File: src/rtl/cilantro_ifetch.sv
// cilantro_ifetch: sequential instruction fetch with credit-limited prefetch FIFO and redirect flush.
// Optional misaligned-redirect fault is enabled by defining CILANTRO_IFETCH_MISALIGN_CHECK_EN.
module cilantro_ifetch #(
    parameter logic [31:0] RESET_PC   = 32'h0000_0000,
    parameter int unsigned FIFO_DEPTH = 4
) (
    input  logic        clk,
    input  logic        rst,
    output logic        imem_req_valid,
    input  logic        imem_req_ready,
    output logic [31:0] imem_req_addr,
    input  logic        imem_rsp_valid,
    input  logic [31:0] imem_rsp_data,
    input  logic        redirect_valid,
    input  logic [31:0] redirect_pc,
    output logic        instr_valid,
    input  logic        instr_ready,
    output logic [31:0] instr_out,
    output logic [31:0] instr_pc,
    output logic        fetch_fault
);
    localparam int unsigned PTR_W = $clog2(FIFO_DEPTH);
    localparam int unsigned CNT_W = $clog2(FIFO_DEPTH + 1);
    localparam int unsigned SUM_W = CNT_W + 1;

    typedef enum logic {RUN, FAULT} state_t;

    state_t           state;
    logic [31:0]      fetch_pc;
    logic [31:0]      rsp_pc;
    logic [CNT_W-1:0] outstanding;
    logic [CNT_W-1:0] drop;
    logic [CNT_W-1:0] count;
    logic [PTR_W-1:0] rd_ptr;
    logic [PTR_W-1:0] wr_ptr;
    logic [31:0]      fifo_instr [FIFO_DEPTH];
    logic [31:0]      fifo_pc    [FIFO_DEPTH];
    logic             valid_q;
    logic             fault_q;

    logic             redirect_en;
    logic             misaligned;
    logic             req_fire;
    logic             push;
    logic             pop;
    logic [31:0]      redirect_tgt;
    logic [SUM_W-1:0] credit_used;
    logic [CNT_W-1:0] outstanding_next;
    logic [CNT_W-1:0] count_next;

    // Credit rule: in-flight requests plus buffered entries never exceed the FIFO size.
    always_comb begin
        redirect_en  = redirect_valid && (state == RUN);
        redirect_tgt = redirect_pc & 32'hFFFF_FFFC;
`ifdef CILANTRO_IFETCH_MISALIGN_CHECK_EN
        misaligned   = (redirect_pc[1:0] != 2'b00);
`else
        misaligned   = 1'b0;
`endif
        credit_used      = SUM_W'(outstanding) + SUM_W'(count);
        imem_req_valid   = !rst && (state == RUN) && !redirect_valid
                           && (credit_used < SUM_W'(FIFO_DEPTH));
        req_fire         = imem_req_valid && imem_req_ready;
        push             = imem_rsp_valid && (drop == '0) && !redirect_en;
        pop              = valid_q && instr_ready;
        outstanding_next = outstanding + CNT_W'(req_fire) - CNT_W'(imem_rsp_valid);
        count_next       = count + CNT_W'(push) - CNT_W'(pop);
    end

    always_ff @(posedge clk) begin
        if (rst) begin
            state       <= RUN;
            fetch_pc    <= RESET_PC;
            rsp_pc      <= RESET_PC;
            outstanding <= '0;
            drop        <= '0;
            count       <= '0;
            rd_ptr      <= '0;
            wr_ptr      <= '0;
            valid_q     <= 1'b0;
            fault_q     <= 1'b0;
            for (int unsigned i = 0; i < FIFO_DEPTH; i++) begin
                fifo_instr[PTR_W'(i)] <= '0;
                fifo_pc[PTR_W'(i)]    <= '0;
            end
        end else begin
            outstanding <= outstanding_next;
            if (redirect_en) begin
                // Everything still in flight becomes stale; the FIFO restarts empty.
                fetch_pc <= redirect_tgt;
                rsp_pc   <= redirect_tgt;
                drop     <= outstanding_next;
                count    <= '0;
                rd_ptr   <= '0;
                wr_ptr   <= '0;
                valid_q  <= 1'b0;
                if (misaligned) begin
                    state   <= FAULT;
                    fault_q <= 1'b1;
                end
            end else begin
                if (req_fire) begin
                    fetch_pc <= fetch_pc + 32'd4;
                end
                if (imem_rsp_valid && (drop != '0)) begin
                    drop <= drop - CNT_W'(1);
                end
                if (push) begin
                    fifo_instr[wr_ptr] <= imem_rsp_data;
                    fifo_pc[wr_ptr]    <= rsp_pc;
                    wr_ptr             <= wr_ptr + PTR_W'(1);
                    rsp_pc             <= rsp_pc + 32'd4;
                end
                if (pop) begin
                    rd_ptr <= rd_ptr + PTR_W'(1);
                end
                count   <= count_next;
                valid_q <= (count_next != '0);
            end
        end
    end

    assign imem_req_addr = fetch_pc;
    assign instr_valid   = valid_q;
    assign instr_out     = fifo_instr[rd_ptr];
    assign instr_pc      = fifo_pc[rd_ptr];
    assign fetch_fault   = fault_q;

endmodule

File: config.mk
export PLATFORM = sky130hd
export DESIGN_NAME = cilantro_ifetch
export DESIGN_NICKNAME = d
export VERILOG_FILES = /design/src/rtl/cilantro_ifetch.sv
export SDC_FILE = /design/constraint.sdc
export NUM_CORES = 1
export LEC_CHECK = 0
export CELL_PAD_IN_SITES_DETAIL_PLACEMENT = 0
export CELL_PAD_IN_SITES_GLOBAL_PLACEMENT = 2
export CORE_MARGIN = 10
export CORE_UTILIZATION = 35
export CTS_BUF_LIST = sky130_fd_sc_hd__clkbuf_16
export DETAILED_ROUTE_END_ITERATION = 10
export PLACE_DENSITY_LB_ADDON = 0.2
export SYNTH_ARGS = -nofsm -noshare
export SYNTH_HDL_FRONTEND = slang
export SYNTH_SLANG_ARGS = --single-unit
File: constraint.sdc
create_clock -name clk -period 9.1 [get_ports clk]
set_input_delay 1.82 -clock clk [delete_from_list [all_inputs] [get_ports clk]]
set_output_delay 1.82 -clock clk [all_outputs]
set_load 0.1 [all_outputs]
==> results.py, run 1 <==
metrics = {
    "worst_setup_path": {
        "crit_family": "buffers and inverters",
        "cpPeakStageDelay_ns": 0.88,
        "r2r_setup_slack_ns": 5.63,
        "r2r-end": "fifo_pc[2][10]$_SDFFCE_PN0P_",
        "path_class": "input port to output pin",
        "cp-end-kind": "output pin",
        "path_max_fanout": 17,
        "crit_slowest_cell": "nand2_1",
        "reg2reg_depth": 8,
        "cp_num_buf_inv": 3,
        "crit-reg2reg-launch": "drop[0]$_SDFFE_PP0P_",
        "start_kind": "input port",
        "crit_chain": "clkdlybuf4s50_1, clkinv_1, nand2_1, nor3_1, buf_4",
        "arrival_ns": 4.25,
        "cp.required_ns": 7.28,
    },
    "sta": {
        "finalCritPeriodShare_pct": 66.73,
        "setup_violations": 0,
        "drv_slew": 0,
        "finalHoldViolCount": 0,
        "post-route-min-period_ns": 6.072,
        "timing.setup.tns_ns": 0,
        "rsz0062_at_grt": "false",
        "max_freq_mhz": 164.7,
        "fin_skew_ns": 0.01154,
        "tightest_slew_ns": 1.100,
        "timing.slew.headroom_pct": 26.43,
    },
    "yosys": {
        "synth_seq_area_share_pct": 60.94,
        "synthesis.area_sq_mm": 0.01472,
        "post_synth_num_cell_types": 63,
        "ys.warnings.count": 0,
        "netlist_instances": 1109,
        "async_reset_ff_share_pct": 0,
        "ys_ff_latch": 324,
        "syn_area_per_cell_sq_um": 13.27,
        "ys.flop_type": "edfxtp_1",
        "synth_edf_count": 248,
    },
    "layout": {
        "num_antenna_cells": 0,
        "fill_cells": 3901,
        "area_growth_syn_to_layout_pct": 22.83,
        "nets": 1329,
        "fin_cells": 1809,
        "drive_gt1_share_pct": 12.52,
        "postLayoutCellArea_sq_mm": 0.01808,
    },
    "placed_design": {
        "dp.cells": 1747,
        "hpwlAfterDp_mm": 23.46,
        "gp_congestion": 0.7528,
        "dpl-instance-area_sq_mm": 0.01689,
        "numPortBuffers": 161,
    },
    "cts": {
        "htreeDepth": 2,
        "cts_made_buffers": 37,
        "clockRootBuffer": "clkbuf_16",
        "cts_tree": "built",
        "cts_setup_buffers": 0,
        "clkTransAtPathRegs_ns": 0.06,
        "cts_hold_buf": 0,
        "cts_resized": 0,
        "clk_latency_ns": 0.53,
        "clockBufferDepth": 3,
        "cts_sinks": 324,
    },
    "floorplanning": {
        "dieArea_sq_mm": 0.05065,
        "die_h_microns": 225.1,
        "core_sq_mm": 0.04176,
        "start_util_pct": 35.24,
        "row_count": 75,
        "io-pin-count": 169,
        "die_x_microns": 225.1,
    },
    "global_routing": {
        "grt_pass1_wl_mm": 62.02,
        "grt-ovfl-total": 0,
        "grtUsageTotal_pct": 15.90,
        "antenna_found_initial": 0,
        "grt_max_degree": 69,
        "grt_pass1_vias": 10010,
    },
    "hold_path": {
        "whs_path_depth": 2,
        "min_to": "imem_req_addr[31]$_SDFFE_PP0P_",
        "holdCritPathClass": "register to register",
        "hp-start": "imem_req_addr[31]$_SDFFE_PP0P_",
    },
    "outcome": {
        "status": "completed",
    },
    "routing": {
        "wl_per_cell_microns": 22.30,
        "drt_iter0_markers": 630,
        "drtPass1Iterations": 5,
        "route.detailed.drc": 0,
        "ant_nets": 0,
        "vias_per_cell": 5.223,
        "drt-total-wl_mm": 40.35,
        "vias": 9448,
    },
    "job": {
        "drv_cap": 0,
    },
    "power_and_ir_drop": {
        "power_density_mw_per_mm2": 216.9,
        "p_leak_nw": 6.679,
        "ir_worst_vdd_mv": 0.09854,
    },
}
## cell usage after synthesis (3+ instances only)
library cell	count	area, sq um
nor2_1	47	176.4
inv_1	17	63.81
or3_1	4	25.02
o31ai_1	3	22.52
and2_1	118	738.2
o311ai_0	6	52.55
a211oi_1	13	97.59
nand2_1	51	191.4
a21oi_1	19	95.09
nand3_1	33	165.2
nand3b_1	4	30.03
xnor2_1	20	175.2
a32oi_1	4	35.03
buf_4	5	37.54
o211ai_1	4	30.03
ha_1	10	125.1
nand4_1	21	131.4
dfxtp_1	76	1521
buf_1	6	22.52
and3_1	125	782.0
o21a_1	7	52.55
a21o_1	3	22.52
nor4_1	16	100.1
mux4_2	62	1396
a21boi_0	5	37.54
buf_2	12	60.06
nor3_1	13	65.06
clkbuf_1	62	232.7
o21ai_0	17	85.08
a31oi_1	9	56.30
edfxtp_1	248	7447
and4_1	4	35.03
or4_1	3	22.52
xor2_1	22	192.7
## registers in the layout, indices dropped and copies added (netlist names), named ones only
signal and flops:
outstanding 3, imem_req_addr 30, instr_valid 1, drop 3
fifo_pc 120, rd_ptr 2, fifo_instr 128, rsp_pc 30
wr_ptr 2, count 3
## where the power goes
group          internal [mW]  switching, mW
Sequential              1.69         0.0573
Combinational          0.190          0.523
Clock                  0.883          0.580
## cells in the final DEF (no fill, tap or decap), types with 3 or more instances in the layout
| cell | count |
|---|---|
| a21boi_0 | 5 |
| and3_1 | 125 |
| inv_1 | 25 |
| nand3_1 | 33 |
| nor3_2 | 3 |
| and4_1 | 4 |
| clkdlybuf4s50_1 | 160 |
| or4_1 | 3 |
| a211oi_1 | 13 |
| a31oi_1 | 9 |
| nor3_1 | 11 |
| edfxtp_1 | 248 |
| conb_1 | 5 |
| nand4_1 | 21 |
| clkbuf_16 | 39 |
| ha_1 | 10 |
| and2_1 | 118 |
| a21oi_1 | 19 |
| xor2_1 | 22 |
| bufinv_16 | 4 |
| a21o_1 | 3 |
| o21ai_0 | 17 |
| dfxtp_1 | 74 |
| nor2_1 | 44 |
| or3_1 | 4 |
| o31ai_4 | 3 |
| o311ai_0 | 6 |
| o21a_1 | 7 |
| clkinv_1 | 8 |
| nor2_4 | 3 |
| nand2_1 | 50 |
| mux4_2 | 62 |
| nand3b_1 | 4 |
| o211ai_1 | 4 |
| a32oi_1 | 4 |
| xnor2_1 | 20 |
| buf_4 | 20 |
| nor4_1 | 16 |
## final cells by class
class                      count  area, sq um  share of cell area [%]
sequential                   324         8974                   49.64
multi-input combinational    684         5418                   29.97
timing repair buffer         180         1752                   9.691
clock buffer                  39        975.9                   5.399
tap                          539        674.4                   3.731
clock inverter                23        207.7                   1.149
inverter                      20        75.07                  0.4153
## worst max path at each step
stage	start	end	slack, ns	cells after the start
global route	rst	imem_req_valid	2.86	5
floorplan	imem_rsp_valid	fifo_instr[2][0]$_SDFFCE_PN0P_	1.65	4
finish	rst	imem_req_valid	3.03	5
detailed placement	rst	imem_req_valid	2.99	5
global placement	rst	imem_req_valid	2.91	5
CTS	rst	imem_req_valid	2.97	5
## cell families (layout without fill, tap and decap cells)
kind of cell,Yosys count,count (layout),synth area share (%)
xor gates and xnor gates,42,42,2.500
adders and majority gates,12,12,1.122
buffers and inverters,105,262,2.908
muxes,66,66,9.777
other,1,5,0.02548
and+or+nand+nor,457,457,18.02
AOI/OAI and AO/OA,102,102,4.710
DFF,324,324,60.94
## through the flow
stage | total power [mW] | util [%] | hold slack [ns] | setup slack (ns)
after floorplan | 2.276 | - | 0.4847 | 1.646
after global placement | 2.493 | 40.45 | 0.5060 | 2.907
after detailed placement | 2.498 | 40.45 | 0.5198 | 2.986
after CTS | 3.975 | 43.29 | 0.5325 | 2.974
after global routing | 4.073 | 43.29 | 0.5647 | 2.860
final | 3.920 | 43.29 | 0.5246 | 3.028
## worst register-to-register path, stage by stage (launching register included)
cell	delay, ns
dfxtp_1	0.30
inv_1	0.11
ha_1	0.22
and3b_2	0.19
buf_4	0.62
nand2_1	0.51
nor3_2	0.65
buf_4	0.53
and2_2	0.22
## metal layers
layer / wire length (microns) / GRT usage [%] / up-vias
met5: 0 / 0 / -
met4: 609 / 3.707 / 0
met3: 2288 / 3.682 / 42
met2: 19070 / 26.20 / 223
met1: 18380 / 20.82 / 4727
li1: - / - / 4456
Power figures use the tool's default switching activity.
==> run 2, diff against run 1 <==
==> constraint.sdc (replaced) <==
create_clock -name clk -period 6.3 [get_ports clk]
set_input_delay 1.26 -clock clk [delete_from_list [all_inputs] [get_ports clk]]
set_output_delay 1.26 -clock clk [all_outputs]
set_load 0.1 [all_outputs]
==> run 2 against run 1 <==
  * Non-clock buffer count increased by 2
  * Combinational power rose by 44%
  * Largest power group unchanged
  * Register-to-register slack got worse by 2.6 ns
  * Critical path depth shrank 2
  * Critical path type is now register to output pin
  * Via count up 0.20%
  * Sequential power increased by 44%
  * Largest cell class unchanged
==> results.py, run 2 (synthesis results as in run 1) <==
metrics = {
    "sta": {
        "setup_violations": 0,
        "finalCritPeriodShare_pct": 72.56,
        "max_freq_mhz": 218.8,
        "post-route-min-period_ns": 4.571,
        "fin_hold_ws_ns": 0.5254,
        "timing.slew.headroom_pct": 22.26,
        "fin_skew_ns": 0.02212,
        "rsz0062_at_grt": "false",
        "finalHoldViolCount": 0,
        "tightest_slew_ns": 1.162,
        "drv_slew": 0,
    },
    "worst_setup_path": {
        "r2r-end": "drop[2]$_SDFFE_PP0P_",
        "arrival_ns": 3.31,
        "path_max_fanout": 34,
        "crit_family": "buffers and inverters",
        "crit_slowest_cell": "clkdlybuf4s50_1",
        "start_kind": "register",
        "crit-reg2reg-launch": "outstanding[2]$_SDFF_PP0_",
        "cp-end-kind": "output pin",
        "cpPeakStageDelay_ns": 1.08,
        "cp_num_buf_inv": 2,
        "r2r_setup_slack_ns": 3.08,
        "critPathCapture": "instr_pc[16]",
        "reg2reg_depth": 12,
        "path_class": "register to output pin",
        "crit_chain": "buf_12, mux4_2, clkdlybuf4s50_1",
        "cp.required_ns": 5.04,
        "path_depth": 3,
    },
    "layout": {
        "biggestRegsByFlops": "fifo_instr: 128 flops, fifo_pc: 120 flops",
        "final_cell_mix": "248 x edfxtp_1, 160 x clkdlybuf4s50_1, 125 x and3_1",
        "final_common_cell": "edfxtp_1",
        "multi_input_area_sq_mm": 0.005418,
        "largest_reg_flops": 128,
        "num_antenna_cells": 0,
        "ff_latch_area_sq_mm": 0.008974,
        "fin_cells": 1817,
        "drive_gt1_share_pct": 12.68,
        "regMostFlops": "fifo_instr",
        "area_growth_syn_to_layout_pct": 22.62,
        "fill_cells": 3841,
        "nets": 1332,
    },
    "floorplanning": {
        "die_h_microns": 225.1,
        "row_count": 75,
        "dieArea_sq_mm": 0.05065,
        "io-pin-count": 169,
        "die_x_microns": 225.1,
        "core_sq_mm": 0.04176,
        "start_util_pct": 35.24,
    },
    "cts": {
        "cts_setup_buffers": 0,
        "clkTransAtPathRegs_ns": 0.06,
        "htreeDepth": 2,
        "clockRootBuffer": "clkbuf_16",
        "cts_made_buffers": 38,
        "clk_latency_ns": 0.53,
        "cts_hold_buf": 0,
        "cts_sinks": 324,
        "clockBufferDepth": 3,
        "cts_resized": 0,
        "cts_tree": "built",
    },
    "global_routing": {
        "use_met3_pct": 3.487,
        "top_usage_layer": "met2",
        "met1_usage_pct": 20.66,
        "antenna_found_initial": 0,
        "grt_pass1_wl_mm": 61.96,
        "grt_pass1_vias": 10110,
        "grt-ovfl-total": 0,
        "grt_max_degree": 68,
        "grtUsageTotal_pct": 15.91,
        "gr-usage-met2_pct": 26.66,
    },
    "routing": {
        "drtPass1Iterations": 4,
        "drt_iter0_markers": 670,
        "ant_nets": 0,
        "vias_per_cell": 5.210,
        "drt-total-wl_mm": 40.26,
        "route.detailed.drc": 0,
        "vias": 9467,
        "wl_per_cell_microns": 22.16,
    },
    "placed_design": {
        "hpwlAfterDp_mm": 23.49,
        "dp.cells": 1749,
        "gp_congestion": 0.7743,
        "numPortBuffers": 161,
    },
    "power_and_ir_drop": {
        "ir_worst_vdd_mv": 0.1319,
        "power_density_mw_per_mm2": 305.7,
        "total_power_mw": 5.516,
        "p_leak_nw": 6.690,
    },
    "outcome": {
        "status": "completed",
    },
    "hold_path": {
        "holdCritPathClass": "register to register",
    },
    "job": {
        "drv_cap": 0,
    },
}
[run 2: changes by cell type in the layout (fill, tap and decap cells not counted), sizes merged]
cell / delta
bufinv: -4
inv: +5
clkinv: +6
buf: +2
clkinvlp: -1
[run 2: worst min path at each step]
stage | startpoint | endpoint | slack (ns) | cells past startpoint
2_1_floorplan | rd_ptr[1]$_SDFFE_PP0P_ | register | 0.48 | 2
3_3_place_gp | rd_ptr[1]$_SDFFE_PP0P_ | register | 0.51 | 2
3_5_place_dp | imem_req_addr[31]$_SDFFE_PP0P_ | imem_req_addr[31]$_SDFFE_PP0P_ | 0.52 | 2
4_1_cts | imem_req_addr[31]$_SDFFE_PP0P_ | imem_req_addr[31]$_SDFFE_PP0P_ | 0.53 | 2
5_1_grt | imem_req_addr[30]$_SDFFE_PP0P_ | imem_req_addr[30]$_SDFFE_PP0P_ | 0.57 | 1
6_report | imem_req_addr[31]$_SDFFE_PP0P_ | imem_req_addr[31]$_SDFFE_PP0P_ | 0.53 | 2
[run 2: area by class of cell]
class | count | area share, %
Sequential cell | 324 | 49.73
Multi-Input combinational cell | 684 | 30.02
Timing Repair Buffer | 182 | 9.998
Clock buffer | 39 | 5.408
Tap cell | 539 | 3.737
Clock inverter | 29 | 0.6933
Inverter | 20 | 0.4160
[run 2: layer usage]
layer,vias up,routed length (microns)
li1,4459,-
met1,4738,17660
met3,35,2472
met5,-,0
met4,0,521
met2,235,19610
[run 2: stage by stage]
step	setup slack (ns)	instance area (sq um)	TNS, ns	utilization [%]
after floorplan	-0.5936	14730	-110.40	-
after global placement	1.989	16950	0	40.58
after detailed placement	2.003	16950	0	40.58
after CTS	1.626	18050	0	43.21
after global routing	1.542	18050	0	43.21
final	1.729	18050	0	43.21
[run 2: worst register-to-register path: stages, from the launching register on]
cell	delay (ns)
dfxtp_1	0.33
ha_1	0.28
or3_1	0.40
nor3_4	0.18
buf_4	0.26
inv_2	0.23
ha_1	0.34
inv_1	0.04
ha_1	0.18
fa_1	0.38
xnor2_1	0.20
xnor2_1	0.10
a211oi_1	0.22
[run 2: where the power goes]
group          switching [mW]  leakage, nW  internal (mW)
clock network           0.848        0.599           1.12
registers              0.0836         3.20           2.44
logic                   0.752         2.89          0.278
total                    1.68         6.69           3.83
==> run 3, diff against run 2 <==
==> constraint.sdc (replaced) <==
create_clock -name clk -period 3.8 [get_ports clk]
set_input_delay 0.76 -clock clk [delete_from_list [all_inputs] [get_ports clk]]
set_output_delay 0.76 -clock clk [all_outputs]
set_load 0.1 [all_outputs]
==> run 3 against run 2 <==
  * First-iteration DRC count decreased by 8.7%
  * Via count increased by 0.88%
  * Die area unchanged
  * Hold slack improved by 0.0054 ns
  * Wire length increased by 0.51%
  * Critical path depth increased by 4
  * Non-clock buffer count increased by 13
  * Largest cell class unchanged
  * Highest routed layer unchanged
==> results.py, run 3 (synthesis results as in run 1) <==
metrics = {
    "layout": {
        "biggestRegsByFlops": "fifo_instr: 128 flops, fifo_pc: 120 flops",
        "fin_cells": 1828,
        "regMostFlops": "fifo_instr",
        "final_cell_mix": "248 x edfxtp_1, 125 x and3_1, 118 x and2_1",
        "area_growth_syn_to_layout_pct": 23.05,
        "drive_gt1_share_pct": 18.15,
        "largest_reg_flops": 128,
        "num_antenna_cells": 0,
        "fill_cells": 3853,
        "nets": 1346,
        "final_common_cell": "edfxtp_1",
    },
    "global_routing": {
        "antenna_found_initial": 0,
        "grt-ovfl-total": 0,
        "grt_pass1_vias": 10140,
        "grtUsageTotal_pct": 16.08,
        "grt_pass1_wl_mm": 62.70,
        "grt_max_degree": 68,
    },
    "worst_setup_path": {
        "cpMostUsedCell": "buf_12",
        "crit_slowest_cell": "clkdlybuf4s50_1",
        "cp.required_ns": 3.04,
        "crit_chain": "clkdlybuf4s50_1, buf_12, clkinv_1, nand2_1, buf_4, nor3_2, buf_12",
        "path_max_fanout": 29,
        "cpPeakStageDelay_ns": 0.53,
        "arrival_ns": 2.36,
        "start_kind": "input port",
        "cp-end-kind": "output pin",
        "path_class": "input port to output pin",
    },
    "cts": {
        "clockBufferDepth": 3,
        "cts_setup_buffers": 0,
        "htreeDepth": 2,
        "clkTransAtPathRegs_ns": 0.05,
        "cts_made_buffers": 39,
        "clk_latency_ns": 0.54,
        "cts_hold_buf": 0,
        "clockRootBuffer": "clkbuf_16",
        "cts_sinks": 324,
        "cts_resized": 0,
        "cts_tree": "built",
    },
    "power_and_ir_drop": {
        "ir_worst_vdd_mv": 0.3050,
        "p_leak_nw": 6.891,
        "power_density_mw_per_mm2": 514.3,
    },
    "sta": {
        "tightest_slew_ns": 1.010,
        "drv_slew": 0,
        "post-route-min-period_ns": 3.119,
        "fin_hold_ws_ns": 0.5307,
        "fin_ws_ns": 0.6812,
        "setup_violations": 0,
        "finalCritPeriodShare_pct": 82.07,
        "timing.slew.headroom_pct": 32.43,
        "finalHoldViolCount": 0,
        "fin_skew_ns": 0.01393,
        "rsz0062_at_grt": "false",
        "max_freq_mhz": 320.6,
    },
    "routing": {
        "route.detailed.drc": 0,
        "drt_iter0_markers": 612,
        "vias": 9550,
        "vias_per_cell": 5.224,
        "drt-total-wl_mm": 40.47,
        "wl_per_cell_microns": 22.14,
        "drtPass1Iterations": 5,
        "ant_nets": 0,
    },
    "floorplanning": {
        "die_x_microns": 225.1,
        "die_h_microns": 225.1,
        "row_count": 75,
        "core_sq_mm": 0.04176,
        "start_util_pct": 35.24,
        "dieArea_sq_mm": 0.05065,
        "io-pin-count": 169,
    },
    "placed_design": {
        "dp_slack_ns": 0.4098,
        "numPortBuffers": 161,
        "hpwlAfterDp_mm": 24.40,
        "gp_congestion": 0.7667,
        "dp.cells": 1762,
    },
    "hold_path": {
        "holdCritPathClass": "register to register",
    },
    "job": {
        "drv_cap": 0,
    },
    "outcome": {
        "status": "completed",
    },
}
[run 3: power by group]
part,switching [mW],leakage (nW),internal (mW)
registers,0.138,3.20,4.04
clock network,1.44,0.627,1.98
logic,1.25,3.07,0.460
total,2.83,6.89,6.48
[run 3: stage by stage]
step	instance area [sq um]	power [mW]	util [%]	setup TNS, ns
6_report	18110	9.312	43.36	0
5_1_grt	18110	9.657	43.36	0
4_1_cts	18110	9.437	43.36	0
3_5_place_dp	16970	5.988	40.63	0
3_3_place_gp	16970	5.985	40.63	0
2_1_floorplan	14750	5.449	-	-123.61
[run 3: worst paths after layout]
kind | to | from | cells after the start | slack [ns]
setup / recovery | imem_req_valid | redirect_valid | 7 | 0.68
hold / removal | imem_req_addr[31]$_SDFFE_PP0P_ | imem_req_addr[31]$_SDFFE_PP0P_ | 2 | 0.53
setup reg to reg | drop[2]$_SDFFE_PP0P_ | outstanding[2]$_SDFF_PP0_ | 11 | 1.04
hold reg to reg | imem_req_addr[31]$_SDFFE_PP0P_ | imem_req_addr[31]$_SDFFE_PP0P_ | 2 | 0.53
[run 3: cell type report]
| type | instances | area (sq um) | share of cell area, % |
|---|---|---|---|
| timing repair buffer | 195 | 1822 | 10.06 |
| multi-input combinational | 684 | 5423 | 29.95 |
| clock buffer | 39 | 975.9 | 5.389 |
| sequential | 324 | 8974 | 49.55 |
| inverter | 20 | 75.07 | 0.4146 |
| tap | 539 | 674.4 | 3.724 |
| clock inverter | 27 | 165.2 | 0.9120 |
[run 3: worst max-delay path: cells and delay by family]
kind,cells,cell delay (ns)
buf+inv,5,1.27
simple gates,2,0.31
[run 3: per-layer routing]
metal  GRT usage, %  wire (microns)  vias up
li1               -               -     4497
met1          21.23           18060     4740
met2          26.20           19310      257
met3          3.396            2326       56
met4          4.475             763        0
met5              0               0        -
==> variant 1 (config.mk and constraints of run 3) <==
The option `CILANTRO_IFETCH_MISALIGN_CHECK_EN` is turned on by a define.
--- a/src/rtl/cilantro_ifetch.sv
+++ b/src/rtl/cilantro_ifetch.sv
@@ -1,5 +1,7 @@
 // cilantro_ifetch: sequential instruction fetch with credit-limited prefetch FIFO and redirect flush.
 // Optional misaligned-redirect fault is enabled by defining CILANTRO_IFETCH_MISALIGN_CHECK_EN.
+`define CILANTRO_IFETCH_MISALIGN_CHECK_EN
+
 module cilantro_ifetch #(
     parameter logic [31:0] RESET_PC   = 32'h0000_0000,
     parameter int unsigned FIFO_DEPTH = 4
Formal check against the unedited RTL: not equivalent (Yosys sat finds a counterexample within 4 cycles, from zero or initial values and one cycle with rst high).
==> variant 1 against run 3 <==
Combinational power rose by 47%. Largest cell class unchanged. Power is 11% higher. Clock power rose by 1%. Critical endpoint is now instr_pc[19]. Synthesized area is essentially flat. Worst setup slack got worse by 0.093 ns. Fmax is 2.9% lower. Sequential cell count up 1. Routed wire length is 2.4% lower. Final area fell by 0.23%.
==> variant 1: results (changes against run 3) <==
Run status
  – Outcome: finished, final reports clean

Setup path
  – Worst Path Max Fanout: 23 (-21%)
  – R2r setup slk: 1.12 ns (+0.08 ns)
  – WP data arrival: 2.45 ns (+0.09 ns)
  – FF-to-FF Start: count[1]

Global routing
  – Total GRT Usage: 0.1564 (-0.004365)
  – GR Layer Usage met3: 0.03253 (-0.001431)
  – Number of global-route vias before repair: 9852 (-2.8%)
  – First-pass GRT wire length: 61250 um (-2.3%)
  – Pin count of the biggest net entering global routing: 64 (-5.9%)
  – GRT met2 Usage: 0.2505 (-0.01153)

Pwr
  – Leakage: 0.006919 uW (+0.41%)
  – Max VDD drop: 0.2533 mV (-17%)

Place
  – Pre-CTS WS: 0.3427 ns (-0.06706 ns)
  – # placed instances: 1729 (-1.9%)
  – Routability Congestion: 0.7453 (-2.8%)
  – Port buffer count: 164 (+1.9%)
  – Detail Placement HPWL: 23910 um (-2.0%)

Detailed routing
  – First DRT Iteration DRCs: 504 (-18%)
  – WL per Instance: 21.98 um (-0.72%)
  – Metal3 WL: 2007 um (-14%)
  – Met2 Wirelength: 18540 um (-4.0%)
  – DR vias: 9285 (-2.8%)

Synth
  – Compound-Gate Fraction of Synth Area: 0.04757 (+0.0004655)
  – Post-Synth XOR/XNOR Area: 0.03455 (+0.009552)
  – Mux cell area share after synthesis: 0.09564 (-0.002129)
  – List of most frequent post-synthesis cells: edfxtp_1, and3_1, and2_1, dfxtp_1, mux4_2
  – Post-synthesis sequential area ratio: 0.6113 (+0.001880)
  – Post-Synth Adder-Cell Area: 0.01123 (about the same)
  – Synth unique cells: 55 (-13%)

Timing
  – Worst hold slack: 0.5187 ns (-0.01200 ns)
  – Worst Tran Pin Value: 1.020 ns (+0.009363 ns)

Final layout
  – Fin nets: 1313 (-2.5%)
variant 1: final cells by class:
type	instances	area, um^2
inverter	20	75.07
timing repair buffer	197	1782
fill	3840	23690
sequential	325	8996
clock inverter	27	156.4
multi-input combinational	648	5358
clock buffer	41	1026
tap	539	674.4
variant 1: worst max path at each step:
stage | endpoint | cells past startpoint | start | slack, ns
5_1_grt | instr_pc[19] | 3 | flop | 0.44
2_1_floorplan | fifo_instr[0][0] | 3 | fetch_fault | 0.56
4_1_cts | instr_pc[19] | 3 | flop | 0.49
6_report | instr_pc[19] | 3 | flop | 0.59
3_5_place_dp | drop[2] | 11 | redirect_valid | 0.34
3_3_place_gp | drop[2] | 11 | redirect_valid | 0.37
variant 1: where the power goes:
part           switching (uW)  total, uW  internal [uW]
Combinational            1840       2520            674
Sequential                198       4330           4130
Clock                    1400       3460           2060
Total                    3440      10300           6870
variant 1: critical path, cell delays in order, from the launching register on:
cell	delay [ns]
dfxtp_4	0.67
buf_4	0.37
mux4_2	0.59
buf_4	0.26
==> variant 2 (flow settings as in run 3) <==
Made on the original files. Make the reset (`rst`) asynchronous in one clocked block.
--- a/src/rtl/cilantro_ifetch.sv
+++ b/src/rtl/cilantro_ifetch.sv
@@ -67,7 +67,7 @@
         count_next       = count + CNT_W'(push) - CNT_W'(pop);
     end
 
-    always_ff @(posedge clk) begin
+    always_ff @(posedge clk or posedge rst) begin
         if (rst) begin
             state       <= RUN;
             fetch_pc    <= RESET_PC;
Function: differs if rst is asserted again (counterexample within 4 cycles, from zero or initial values and one cycle with rst high); with rst held inactive, the same outputs for 4 cycles.
==> variant 2 against run 3 <==
Synthesized area rose by 0.55%. Sequential share of layout area fell by 5.3 points. Cell count barely moved. Final area rose by 0.62%. Sequential cell count fell by 2. Worst setup slack got worse by 0.17 ns. Register-to-register slack improved by 0.07 ns. First-iteration DRC count fell by 35%. Routed wire length fell by 5.0%. Global-route usage fell by 0.76 points. Synthesized cell count fell by 0.54%.
Power is not compared: it rests on default switching activity, and its combinational part moved more than twofold at a synthesized area within 25%.
==> variant 2: results (changes against run 3) <==
Run status
  – Outcome: finished, final reports clean

Synth
  – Post-synthesis sequential area ratio: 0.5445 (-0.06490)
  – List of most frequent post-synthesis cells: dfrtp_1, mux2_2, nand2_1, o21ai_0, mux4_2
  – Dominant synthesized flop cell: dfrtp_1
  – Top post-synthesis cells by area: dfrtp_1, mux2_2, mux4_2
  – Post-Synth XOR/XNOR Area: 0.02308 (-0.001913)
  – Mux cell area share after synthesis: 0.2699 (+0.1721)
  – Synth top area share: 0.5445 (+0.03848)
  – Ys async rst share: 1.000 (+1.000)
  – Compound-Gate Fraction of Synth Area: 0.04321 (-0.003895)
  – Cell count after synthesis: 1103 (-0.54%)
  – Post-Synth Adder-Cell Area: 0.01454 (+0.003320)
  – Synth unique cells: 49 (-22%)

Detailed routing
  – First DRT Iteration DRCs: 395 (-35%)
  – Vias per cell: 5.118 (-2.0%)
  – Drt first pass iters: 4 (-1)
  – Detailed Route WL: 38430 um (-5.0%)

Timing
  – Worst Skew: 0.008618 ns (-0.005311 ns)
  – Worst hold slack: 0.4718 ns (-0.05889 ns)
  – Worst Tran Pin Value: 1.030 ns (+0.02013 ns)
  – Final min period: 3.290 ns (+0.1714 ns)

Final layout
  – Fin nets: 1346 (unchanged)
  – Finished Layout Cells: 1827 (-0.055%)
  – Share of post-route cells with drive strength above 1: 0.3478 (+0.1663)

Place
  – Post-placement cell area: 0.01700 mm^2 (+0.20%)
  – # placed instances: 1758 (-0.23%)
  – Detail Placement HPWL: 25490 um (+4.5%)
  – Routability Congestion: 0.7373 (-3.8%)
  – Port buffer count: 161 (unchanged)
  – Pre-CTS WS: 0.4833 ns (+0.07350 ns)

Setup path
  – R2r setup slk: 1.11 ns (+0.07 ns)
  – WP data arrival: 2.53 ns (+0.17 ns)
  – FF-to-FF Start: outstanding[2]
  – Critical path type: reg -> out
  – Worst Path Max Fanout: 28 (-3.4%)
  – CP startpoint: rd_ptr[0]
  – Worst r2r path cells: 12 (+1)
  – CP Capture Point: instr_pc[3]
  – R2r endpoint: drop[2]

Global routing
  – Pin count of the biggest net entering global routing: 77 (+13%)
  – First-pass GRT wire length: 60930 um (-2.8%)
  – GRT met2 Usage: 0.2352 (-0.02681)
  – Grt met1 use: 0.2135 (+0.001121)
  – GR Layer Usage met3: 0.03269 (-0.001273)
  – Total GRT Usage: 0.1532 (-0.007626)
  – Initial antenna violation count: 0 (unchanged)
  – Number of global-route vias before repair: 10080 (-0.54%)

Worst hold path
  – Hold EP: fifo_pc[40]
## variant 2: cell count changes after synthesis, sizes merged, moves of 13 or more
cell / run 3 / this run
dfrtp: 0 / 322
edfxtp: 248 / 0
mux2: 2 / 228
and3: 127 / 4
and2: 120 / 6
dfxtp: 76 / 0
o21ai: 17 / 72
nand2: 51 / 91
clkbuf: 62 / 32
buf: 23 / 42
nor2: 47 / 31
a211oi: 14 / 1
## variant 2: power groups by stage
stage	sequential [uW]	clock, uW	combinational [uW]
finish	4720	3560	6310
global route	4840	3820	6600
CTS	4730	3700	6400
detailed placement	4790	0	6390
global placement	4760	0	6350
floorplan	4900	0	4830
## variant 2: metal layers
metal,wire length (um),share of wire,vias to the layer above
met4,708,0.018,0
met2,17600,0.46,162
met5,0,0,-
met1,18340,0.48,4814
met3,1779,0.046,47
li1,-,-,4328
## variant 2: layout make-up
| class | count | area [um^2] |
|---|---|---|
| Fill cell | 3904 | 23630 |
| Sequential cell | 322 | 8063 |
| Multi-Input combinational cell | 686 | 6380 |
| Timing Repair Buffer | 186 | 1787 |
| Clock buffer | 41 | 1026 |
| Tap cell | 539 | 674.4 |
| Clock inverter | 28 | 192.7 |
| Inverter | 25 | 97.59 |
## variant 2: critical path, stage by stage, from the launching register on
cell and delay [ns]:
dfrtp_4 0.85, buf_4 0.34, mux4_2 0.54, buf_4 0.25
## variant 2: cells by family (layout without fill, tap and decap cells)
logic type	Yosys count	after routing
simple gates	224	224
xor+xnor	39	39
mux	293	293
fa+ha+maj	16	16
other cells	1	5
compound gates	109	109
flops	322	322
buf+inv	99	280
